===== src/rtl/aes_key_sched_ctrl_if.sv =====
// Handshake bundle between the key-schedule controller and its user:
// the start/key request side and the round-key valid/ready stream.
interface aes_key_sched_ctrl_if #(
  parameter int nk = 4
);
  logic              start;
  logic [32*nk-1:0]  key;
  logic              busy;
  logic              rk_valid;
  logic              rk_ready;
  logic [3:0]        rk_round;
  logic [127:0]      rk_data;
  logic              done;

  // Requester / round-key consumer side
  modport master (
    output start, key, rk_ready,
    input  busy, rk_valid, rk_round, rk_data, done
  );

  // Key-schedule controller side
  modport slave (
    input  start, key, rk_ready,
    output busy, rk_valid, rk_round, rk_data, done
  );
endinterface


===== src/rtl/aes_key_sched_ctrl.sv =====
// Iterative AES key-schedule controller: one expanded word per cycle from an
// nk-word sliding window, four words assembled into each 128-bit round key,
// round keys handed out over a valid/ready stream. Serves AES-128/192/256.
module aes_key_sched_ctrl #(
  parameter int nk = 4,
  parameter int nr = 10
) (
  input  logic clk,
  input  logic reset,
  aes_key_sched_ctrl_if.slave bus
);
  localparam int last_word = 4 * (nr + 1) - 1;

  // FIPS-197 S-box, byte 0x00 at the MSBs.
  localparam logic [2047:0] sbox_tab = {
    256'h637c777bf26b6fc53001672bfed7ab76ca82c97dfa5947f0add4a2af9ca472c0,
    256'hb7fd9326363ff7cc34a5e5f171d8311504c723c31896059a071280e2eb27b275,
    256'h09832c1a1b6e5aa0523bd6b329e32f8453d100ed20fcb15b6acbbe394a4c58cf,
    256'hd0efaafb434d338545f9027f503c9fa851a3408f929d38f5bcb6da2110fff3d2,
    256'hcd0c13ec5f974417c4a77e3d645d197360814fdc222a908846eeb814de5e0bdb,
    256'he0323a0a4906245cc2d3ac629195e479e7c8376d8dd54ea96c56f4ea657aae08,
    256'hba78252e1ca6b4c6e8dd741f4bbd8b8a703eb5664803f60e613557b986c11d9e,
    256'he1f8981169d98e949b1e87e9ce5528df8ca1890dbfe6426841992d0fb054bb16
  };

  function automatic logic [7:0] sbox(input logic [7:0] b);
    return sbox_tab[{~b, 3'b000} +: 8];
  endfunction

  function automatic logic [31:0] sub_word(input logic [31:0] w);
    return {sbox(w[31:24]), sbox(w[23:16]), sbox(w[15:8]), sbox(w[7:0])};
  endfunction

  typedef enum logic [1:0] {IDLE, GEN, DRAIN} state_t;

  state_t      state_reg, state_next;
  logic [31:0] window [nk];      // window[0] = w[i-nk], window[nk-1] = w[i-1]
  logic [31:0] slot   [3];       // first three words of the key being assembled
  logic [31:0] key_word [nk];
  logic [5:0]  word_idx;         // i
  logic [2:0]  phase;            // i mod nk
  logic [7:0]  rcon;             // rc for the next i mod nk == 0 word
  logic        busy_reg, valid_reg, done_reg;
  logic [3:0]  round_reg;
  logic [127:0] data_reg;

  logic        accept, advance, load_out, finish;
  logic [31:0] temp, w_new;

  for (genvar gi = 0; gi < nk; gi++) begin : g_key
    assign key_word[gi] = bus.key[32*(nk-gi)-1 -: 32];
  end

  // Next word of the schedule. While i < nk the window simply rotates, so the
  // key words come out in order and the window ends up holding w[0..nk-1].
  always_comb begin
    temp = window[nk-1];
    if (phase == 3'd0)
      temp = sub_word({temp[23:0], temp[31:24]}) ^ {rcon, 24'h0};
    else if (nk == 8 && phase == 3'd4)
      temp = sub_word(temp);
    if (word_idx < 6'(nk))
      w_new = window[0];
    else
      w_new = window[0] ^ temp;
  end

  // State register
  always_ff @(posedge clk or posedge reset) begin
    if (reset) state_reg <= IDLE;
    else       state_reg <= state_next;
  end

  // Next state and per-cycle control strobes; slot-3 words wait for a free
  // (or simultaneously released) output register.
  always_comb begin
    state_next = state_reg;
    accept     = 1'b0;
    advance    = 1'b0;
    load_out   = 1'b0;
    finish     = 1'b0;
    unique case (state_reg)
      IDLE: begin
        if (bus.start) begin
          accept     = 1'b1;
          state_next = GEN;
        end
      end
      GEN: begin
        if (!(word_idx[1:0] == 2'd3 && valid_reg && !bus.rk_ready)) begin
          advance = 1'b1;
          if (word_idx[1:0] == 2'd3) begin
            load_out = 1'b1;
            if (word_idx == 6'(last_word)) state_next = DRAIN;
          end
        end
      end
      DRAIN: begin
        if (bus.rk_ready) begin
          finish     = 1'b1;
          state_next = IDLE;
        end
      end
      default: state_next = IDLE;
    endcase
  end

  // Datapath: window, counters, assembly slots and the output register
  always_ff @(posedge clk or posedge reset) begin
    if (reset) begin
      for (int j = 0; j < nk; j++) window[j] <= '0;
      for (int j = 0; j < 3; j++)  slot[j]   <= '0;
      word_idx  <= '0;
      phase     <= '0;
      rcon      <= 8'h01;
      busy_reg  <= 1'b0;
      valid_reg <= 1'b0;
      done_reg  <= 1'b0;
      round_reg <= '0;
      data_reg  <= '0;
    end else begin
      done_reg <= finish;
      if (accept) begin
        for (int j = 0; j < nk; j++) window[j] <= key_word[j];
        word_idx <= '0;
        phase    <= '0;
        rcon     <= 8'h01;
        busy_reg <= 1'b1;
      end else if (advance) begin
        for (int j = 0; j < nk - 1; j++) window[j] <= window[j+1];
        window[nk-1] <= w_new;
        word_idx     <= word_idx + 6'd1;
        phase        <= (phase == 3'(nk - 1)) ? 3'd0 : phase + 3'd1;
        if (phase == 3'd0 && word_idx >= 6'(nk))
          rcon <= {rcon[6:0], 1'b0} ^ (rcon[7] ? 8'h1b : 8'h00);
        case (word_idx[1:0])
          2'd0:    slot[0] <= w_new;
          2'd1:    slot[1] <= w_new;
          2'd2:    slot[2] <= w_new;
          default: ;
        endcase
      end
      if (load_out) begin
        data_reg  <= {slot[0], slot[1], slot[2], w_new};
        round_reg <= word_idx[5:2];
        valid_reg <= 1'b1;
      end else if (valid_reg && bus.rk_ready) begin
        valid_reg <= 1'b0;
      end
      if (finish) busy_reg <= 1'b0;
    end
  end

  assign bus.busy     = busy_reg;
  assign bus.rk_valid = valid_reg;
  assign bus.rk_round = round_reg;
  assign bus.rk_data  = data_reg;
  assign bus.done     = done_reg;
endmodule


===== src/flat_wrapper.sv =====
// flat-port wrapper written by rule: the top's interface ports become plain ports
module aes_key_sched_ctrl_flat 
#(
  parameter int nk = 4,
  parameter int nr = 10
)
  (clk, reset, bus_start, bus_key, bus_rk_ready, bus_busy, bus_rk_valid, bus_rk_round, bus_rk_data, bus_done);
  aes_key_sched_ctrl_if #(.nk(nk)) bus_i ();
  input  logic clk;
  input  logic reset;
  input wire logic [$bits(bus_i.start)-1:0] bus_start;
  input wire logic [$bits(bus_i.key)-1:0] bus_key;
  input wire logic [$bits(bus_i.rk_ready)-1:0] bus_rk_ready;
  output wire logic [$bits(bus_i.busy)-1:0] bus_busy;
  output wire logic [$bits(bus_i.rk_valid)-1:0] bus_rk_valid;
  output wire logic [$bits(bus_i.rk_round)-1:0] bus_rk_round;
  output wire logic [$bits(bus_i.rk_data)-1:0] bus_rk_data;
  output wire logic [$bits(bus_i.done)-1:0] bus_done;
  assign bus_i.start = bus_start;
  assign bus_i.key = bus_key;
  assign bus_i.rk_ready = bus_rk_ready;
  assign bus_busy = bus_i.busy;
  assign bus_rk_valid = bus_i.rk_valid;
  assign bus_rk_round = bus_i.rk_round;
  assign bus_rk_data = bus_i.rk_data;
  assign bus_done = bus_i.done;
  aes_key_sched_ctrl #(.nk(nk), .nr(nr)) u_core (.clk(clk), .reset(reset), .bus(bus_i));
endmodule

===== config.mk =====
export PLATFORM = sky130hd
export DESIGN_NAME = aes_key_sched_ctrl_flat
export DESIGN_NICKNAME = d
export VERILOG_FILES = /design/src/rtl/aes_key_sched_ctrl_if.sv /design/src/rtl/aes_key_sched_ctrl.sv /design/src/flat_wrapper.sv
export SDC_FILE = /design/constraint.sdc
export NUM_CORES = 2
export LEC_CHECK = 0
export CAP_MARGIN = 20
export CORE_MARGIN = 2
export CORE_UTILIZATION = 62
export CTS_BUF_LIST = sky130_fd_sc_hd__clkbuf_8
export DETAILED_ROUTE_END_ITERATION = 10
export MAX_ROUTING_LAYER = met4
export PLACE_DENSITY = 0.85
export SLEW_MARGIN = 10
export SYNTH_ARGS = -nofsm -noshare
export SYNTH_HDL_FRONTEND = slang
export SYNTH_SLANG_ARGS = --single-unit

===== constraint.sdc =====
create_clock -name clk -period 36.7 [get_ports clk]
set_input_delay 11.01 -clock clk [delete_from_list [all_inputs] [get_ports clk]]
set_output_delay 11.01 -clock clk [all_outputs]
set_load 0.005 [all_outputs]

# Word-level counts from Yosys, hierarchy flattened
# Cells that the tools add are included.
[word_totals]
inputBits = 132
regBits = 378
[classes]
n_bitwise = 8
order_cmp = 2
reduce_logical = 17
n_eq_ne = 12
shift = 4
add_sub_neg = 2
n_mux = 32
[op_table]
columns = ["cell", "count"]
rows = [
  ["$shiftx 2048x12->8 const A", 4],
  ["$mux 128", 2],
  ["$mux 32", 2],
  ["$xor 32x32->32", 2],
  ["$not 8->8", 4],
  ["$mux 8", 3],
  ["$mux 1", 13],
  ["$mux 6", 2],
  ["$mux 2", 5],
  ["$mux 3", 3],
  ["$reduce_and 3->1", 3],
  ["$reduce_bool 2->1", 4],
  ["$xor 8x8->8", 1],
  ["$add 6x1->6 const B", 1],
  ["$eq 2x2->1 const B", 3],
  ["$eq 6x6->1 const B", 1],
  ["$ge 6x3->1 const B", 1],
  ["$lt 6x3->1 const B", 1],
  ["$ne 2x2->1 const B", 3],
  ["$pmux 2 s3", 1],
  ["$mux 5", 1],
  ["$reduce_and 5->1", 1],
  ["$eq 2x1->1 const B", 2],
  ["$logic_and 1x1->1", 4],
  ["8 further kinds", 10],
]

# Depth between registers and ports, before layout
[logic_depth]
depth_word = 8
mapped_depth = 15
depth_no_buf = 11

# Worst setup path before layout
# OpenSTA, ideal clock, no wires.
[synth_timing]
path_kind = "input to register"
startpoint = "input port bus_rk_ready"
endpoint = "register u_core.data_reg[100] (netlist: u_core.bus.rk_data[100])"
path_stages = 9
required_ns = 36.635
slack_ns = 23.965
n_path_buf = 4
arrival_time_ns = 12.670
cell_sequence = "nor2b_1 a21oi_1 clkbuf_1 and2_1 clkbuf_1 buf_1 clkbuf_1 nand2_1 nand2_1"
[synth_via]
elab_chain_cells = 4
[synth_lines]
columns = ["item", "line_no", "rtl"]
rows = [
  ["start, declared", "flat_wrapper.sv:13", "input wire logic [$bits(bus_i.rk_ready)-1:0] bus_rk_ready;"],
  ["$logic_not 1->1", "aes_key_sched_ctrl.sv:90", "if (!(word_idx[1:0] == 2'd3 && valid_reg && !bus.rk_ready)) begin"],
  ["$logic_and 1x1->1", "aes_key_sched_ctrl.sv:90", ""],
  ["$mux 1", "aes_key_sched_ctrl.sv:90", ""],
  ["$mux 1", "aes_key_sched_ctrl.sv:82", "unique case (state_reg)"],
  ["end signal, assigned", "aes_key_sched_ctrl.sv:144", "data_reg <= {slot[0], slot[1], slot[2], w_new};"],
  ["end, declared", "aes_key_sched_ctrl.sv:45", "logic [127:0] data_reg;"],
]
# No other way between the ends.
# A chain may end at the register's enable or synchronous reset.

# Worst setup path in the final report
[layout_timing]
startpoint = "input port bus_rk_ready"
endpoint = "register u_core.window[6] in the netlist's numbering"
[layout_via]
elab_chain_cells = 5
[layout_lines]
columns = ["item", "line_no", "rtl"]
rows = [
  ["$logic_not 1->1", "aes_key_sched_ctrl.sv:90", ""],
  ["$logic_and 1x1->1", "aes_key_sched_ctrl.sv:90", ""],
  ["$mux 1", "aes_key_sched_ctrl.sv:90", ""],
  ["$mux 1", "aes_key_sched_ctrl.sv:82", ""],
  ["$reduce_bool 2->1 (no source line)", "n/a", ""],
  ["end signal, assigned by index", "aes_key_sched_ctrl.sv:131", "window[nk-1] <= w_new;"],
  ["end, declared", "aes_key_sched_ctrl.sv:37", "logic [31:0] window [nk];"],
]
# No other way between the ends.

==> Implementation_results.wiki <==
{| class="wikitable"
! Metric !! Value
|-
| Global-route usage over all layers || 51.12%
|-
| Final Hold Violating Endpoints || 0
|-
| Cell with the most instances after synthesis || nand2_1
|-
| Clock transition at the registers of the reported paths || 0.07 ns
|-
| Drt drc || 0
|-
| Post-layout minimum cycle time || 13.88 ns
|-
| Layout Skew || 0.06604 ns
|-
| ANT nets after route || 0
|-
| Path type of the worst min-delay path || register to register
|-
| Maximum achievable frequency || 72.05 MHz
|-
| Launch point of the worst reg-to-reg path || u_core.window[0]
|-
| Number of filler instances in the final layout || 3657
|-
| Number of global-route vias before repair || 31.98k
|-
| Deepest level of the CTS H-tree || 2
|-
| Number of library cell types mapped by synthesis || 96
|-
| Slowest cell delay on critical path || 0.83 ns
|-
| Clock tree from TritonCTS || built
|-
| Most used cell along the critical path || buf_4
|-
| Endpoint of the most critical register-to-register path || u_core.slot[11]
|-
| Root buf cell || clkbuf_8
|-
| Cell Chain, Critical Path || clkdlybuf4s50_1, nor2b_1, a21oi_4, buf_4, buf_4, nor2_4, buf_4, a221oi_1, o311ai_0
|-
| Core outline area || 47850 µm²
|-
| Grt total ovfl || 0
|-
| Critical Setup Path Class || primary input to register
|-
| Kind of end point of the critical path || register
|-
| Top Ports || 267
|-
| Number of register bits inferred by synthesis || 378
|-
| Via total after detailed routing || 34.36k
|-
| Number of cells on the worst reg-to-reg path || 12
|-
| Register-to-register path setup slack || 31.23 ns
|-
| Final worst-path cycle share || 37.82%
|-
| Sequential area share after synthesis || 31.38%
|-
| Avg Synthesized Cell Area || 7.646 µm²
|-
| Max cap viols || 0
|-
| Hold buffers post-CTS || 0
|-
| Cell types occupying the most area after synthesis || dfrtp_1 (31%), nand2_1 (10%), a21oi_1 (4.2%)
|-
| Share of the synthesized area in the top cell type || 31.29%
|-
| GP Congestion || 1.056
|-
| Half-perimeter wire length after detailed placement || 82940 µm
|-
| Die Height || 224.5 µm
|-
| Average routed wire per standard cell || 28.01 µm
|-
| Number of nets in the synthesized netlist || 4141
|-
| CP Capture Point || u_core.window[6]
|-
| Leading register cell type out of synthesis || dfrtp_1
|-
| Post-synth top cells || nand2_1 (814), dfrtp_1 (377), a21oi_1 (250)
|-
| Count of nets after finishing || 4125
|-
| Cell taking the most area after synthesis || dfrtp_1
|-
| Max-slew violations || 0
|-
| Critical path data required time || 37.21 ns
|-
| Clock insertion delay at the later pin of the skew report || 0.72 ns
|-
| Total negative slack for setup checks || 0 ns
|-
| EDFF count, synth || 0
|-
| Routed WL || 129000 µm
|-
| Number of gates resized after cts || 0
|-
| Starting Density || 63.01%
|-
| First-pass GRT wire length || 193600 µm
|-
| Cells after Synth || 3943
|-
| Highest net fanout along the worst path || 84
|-
| Die width || 224.5 µm
|-
| Number of clock buffers inserted by TritonCTS || 60
|-
| DRC marker count from the first detailed-route iteration || 7141
|-
| Antenna violations before repair || 15
|-
| Area growth, synth to finish || 12.06%
|-
| Number of setup buffers added after CTS || 0
|-
| Critical path's slowest cell || buf_4
|-
| Launching element of the worst setup path || bus_rk_ready
|-
| Number of port buffers || 266
|-
| Area enclosed by the die boundary || 50400 µm²
|-
| Slew at the pin closest to its max-slew limit || 1.213 ns
|-
| Worst EP arrival || 14.39 ns
|-
| Setup-failing EPs final || 0
|-
| Maximum number of pins on one net before global-route repair || 104
|-
| Run status || complete, no violations
|-
| Per-cell via count in the routed design || 7.460
|-
| Mapped Area || 30150 µm²
|-
| Startpoint types || primary input
|-
| Yosys synthesis warning count || 0
|-
| RSZ-0062 raised after global routing || false
|-
| TritonRoute pass-1 iters || 9
|-
| Maximum buffer depth of the clock tree || 3
|-
| Ratio of cells with drive above 1 in the final layout || 7.549%
|-
| Slew HR || 18.59%
|-
| Async set or reset register ratio after synthesis || 100.0%
|-
| Number of rows in the core area || 80
|-
| # clock sinks || 378
|}
final cells by class:
class | instances | area (µm²) | area share [%]
multi-input cells | 3091 | 18720 | 55.41
flip-flops and latches | 378 | 9487 | 28.08
repair buffers | 338 | 3223 | 9.541
clock buffers | 74 | 1018 | 3.015
well taps | 615 | 769.5 | 2.278
clock inverters | 35 | 297.8 | 0.8815
inverters | 58 | 225.2 | 0.6667
diodes | 17 | 42.54 | 0.1259
routing by layer:
layer | vias to the layer above | part of all wire, % | wire length [µm] | track usage, %
li1 | 14303 | - | - | -
met3 | 789 | 14 | 18410 | 15.05
met5 | - | 0 | 0 | -
met2 | 3240 | 42 | 54810 | 72.26
met1 | 16030 | 35 | 44630 | 63.54
met4 | 0 | 8.6 | 11150 | 33.92
cells by family (layout without fill, tap and decap cells):
group           count (synthesis)  in the layout  share of synthesized area, %
xor+xnor                       41             41                         1.191
fa+ha+maj                      66             66                         2.739
compound gates               1287           1287                         28.43
buf+inv                       474            505                         6.728
simple gates                 1565           1565                         23.26
mux                           132            132                         6.271
flops                         378            378                         31.38
other cells                     0             17                             0
cell usage in the layout, fill, tap and decap left out, types with 89 or more instances in the layout:
cell / n
nor3_1: 89
a31oi_1: 94
o21ai_0: 241
clkdlybuf4s50_1: 266
nand2b_1: 97
a21oi_1: 249
a22oi_1: 93
dfrtp_1: 368
nor2_1: 243
nand2_1: 812
nand3_1: 91
how the worst min path moves through the flow:
| stage | cells past startpoint | from | slack, ns | endpoint |
|---|---|---|---|---|
| 3_5_place_dp | 2 | u_core.slot[64] | 0.45 | u_core.bus.rk_data[96] |
| 5_1_grt | 2 | u_core.slot[93] | 0.50 | u_core.bus.rk_data[125] |
| 3_3_place_gp | 2 | u_core.slot[74] | 0.45 | u_core.bus.rk_data[106] |
| 2_1_floorplan | 2 | u_core.slot[68] | 0.43 | u_core.bus.rk_data[100] |
| 6_report | 2 | u_core.slot[75] | 0.46 | u_core.bus.rk_data[107] |
| 4_1_cts | 2 | u_core.slot[75] | 0.46 | u_core.bus.rk_data[107] |
stage by stage:
step	utilization, %	hold WS [ns]	setup WS, ns	instances	area [µm²]
4_1_cts	70.44	0.4611	22.97	4588	33700
5_1_grt	70.60	0.4986	22.75	4605	33780
3_3_place_gp	67.69	0.4452	22.38	4479	32390
3_5_place_dp	67.69	0.4508	22.29	4479	32390
2_1_floorplan	-	0.4348	15.19	3943	30150
6_report	70.61	0.4611	22.82	4606	33780
critical path: cells and delay by family:
kind,cells,cell delay [ns]
buf+inv,4,2.21
compound gates,3,0.73
simple gates,2,0.37
Power is left out: the tool's default activity adds up to more than one toggle a clock period on the data nets, which glitch-free logic cannot reach.
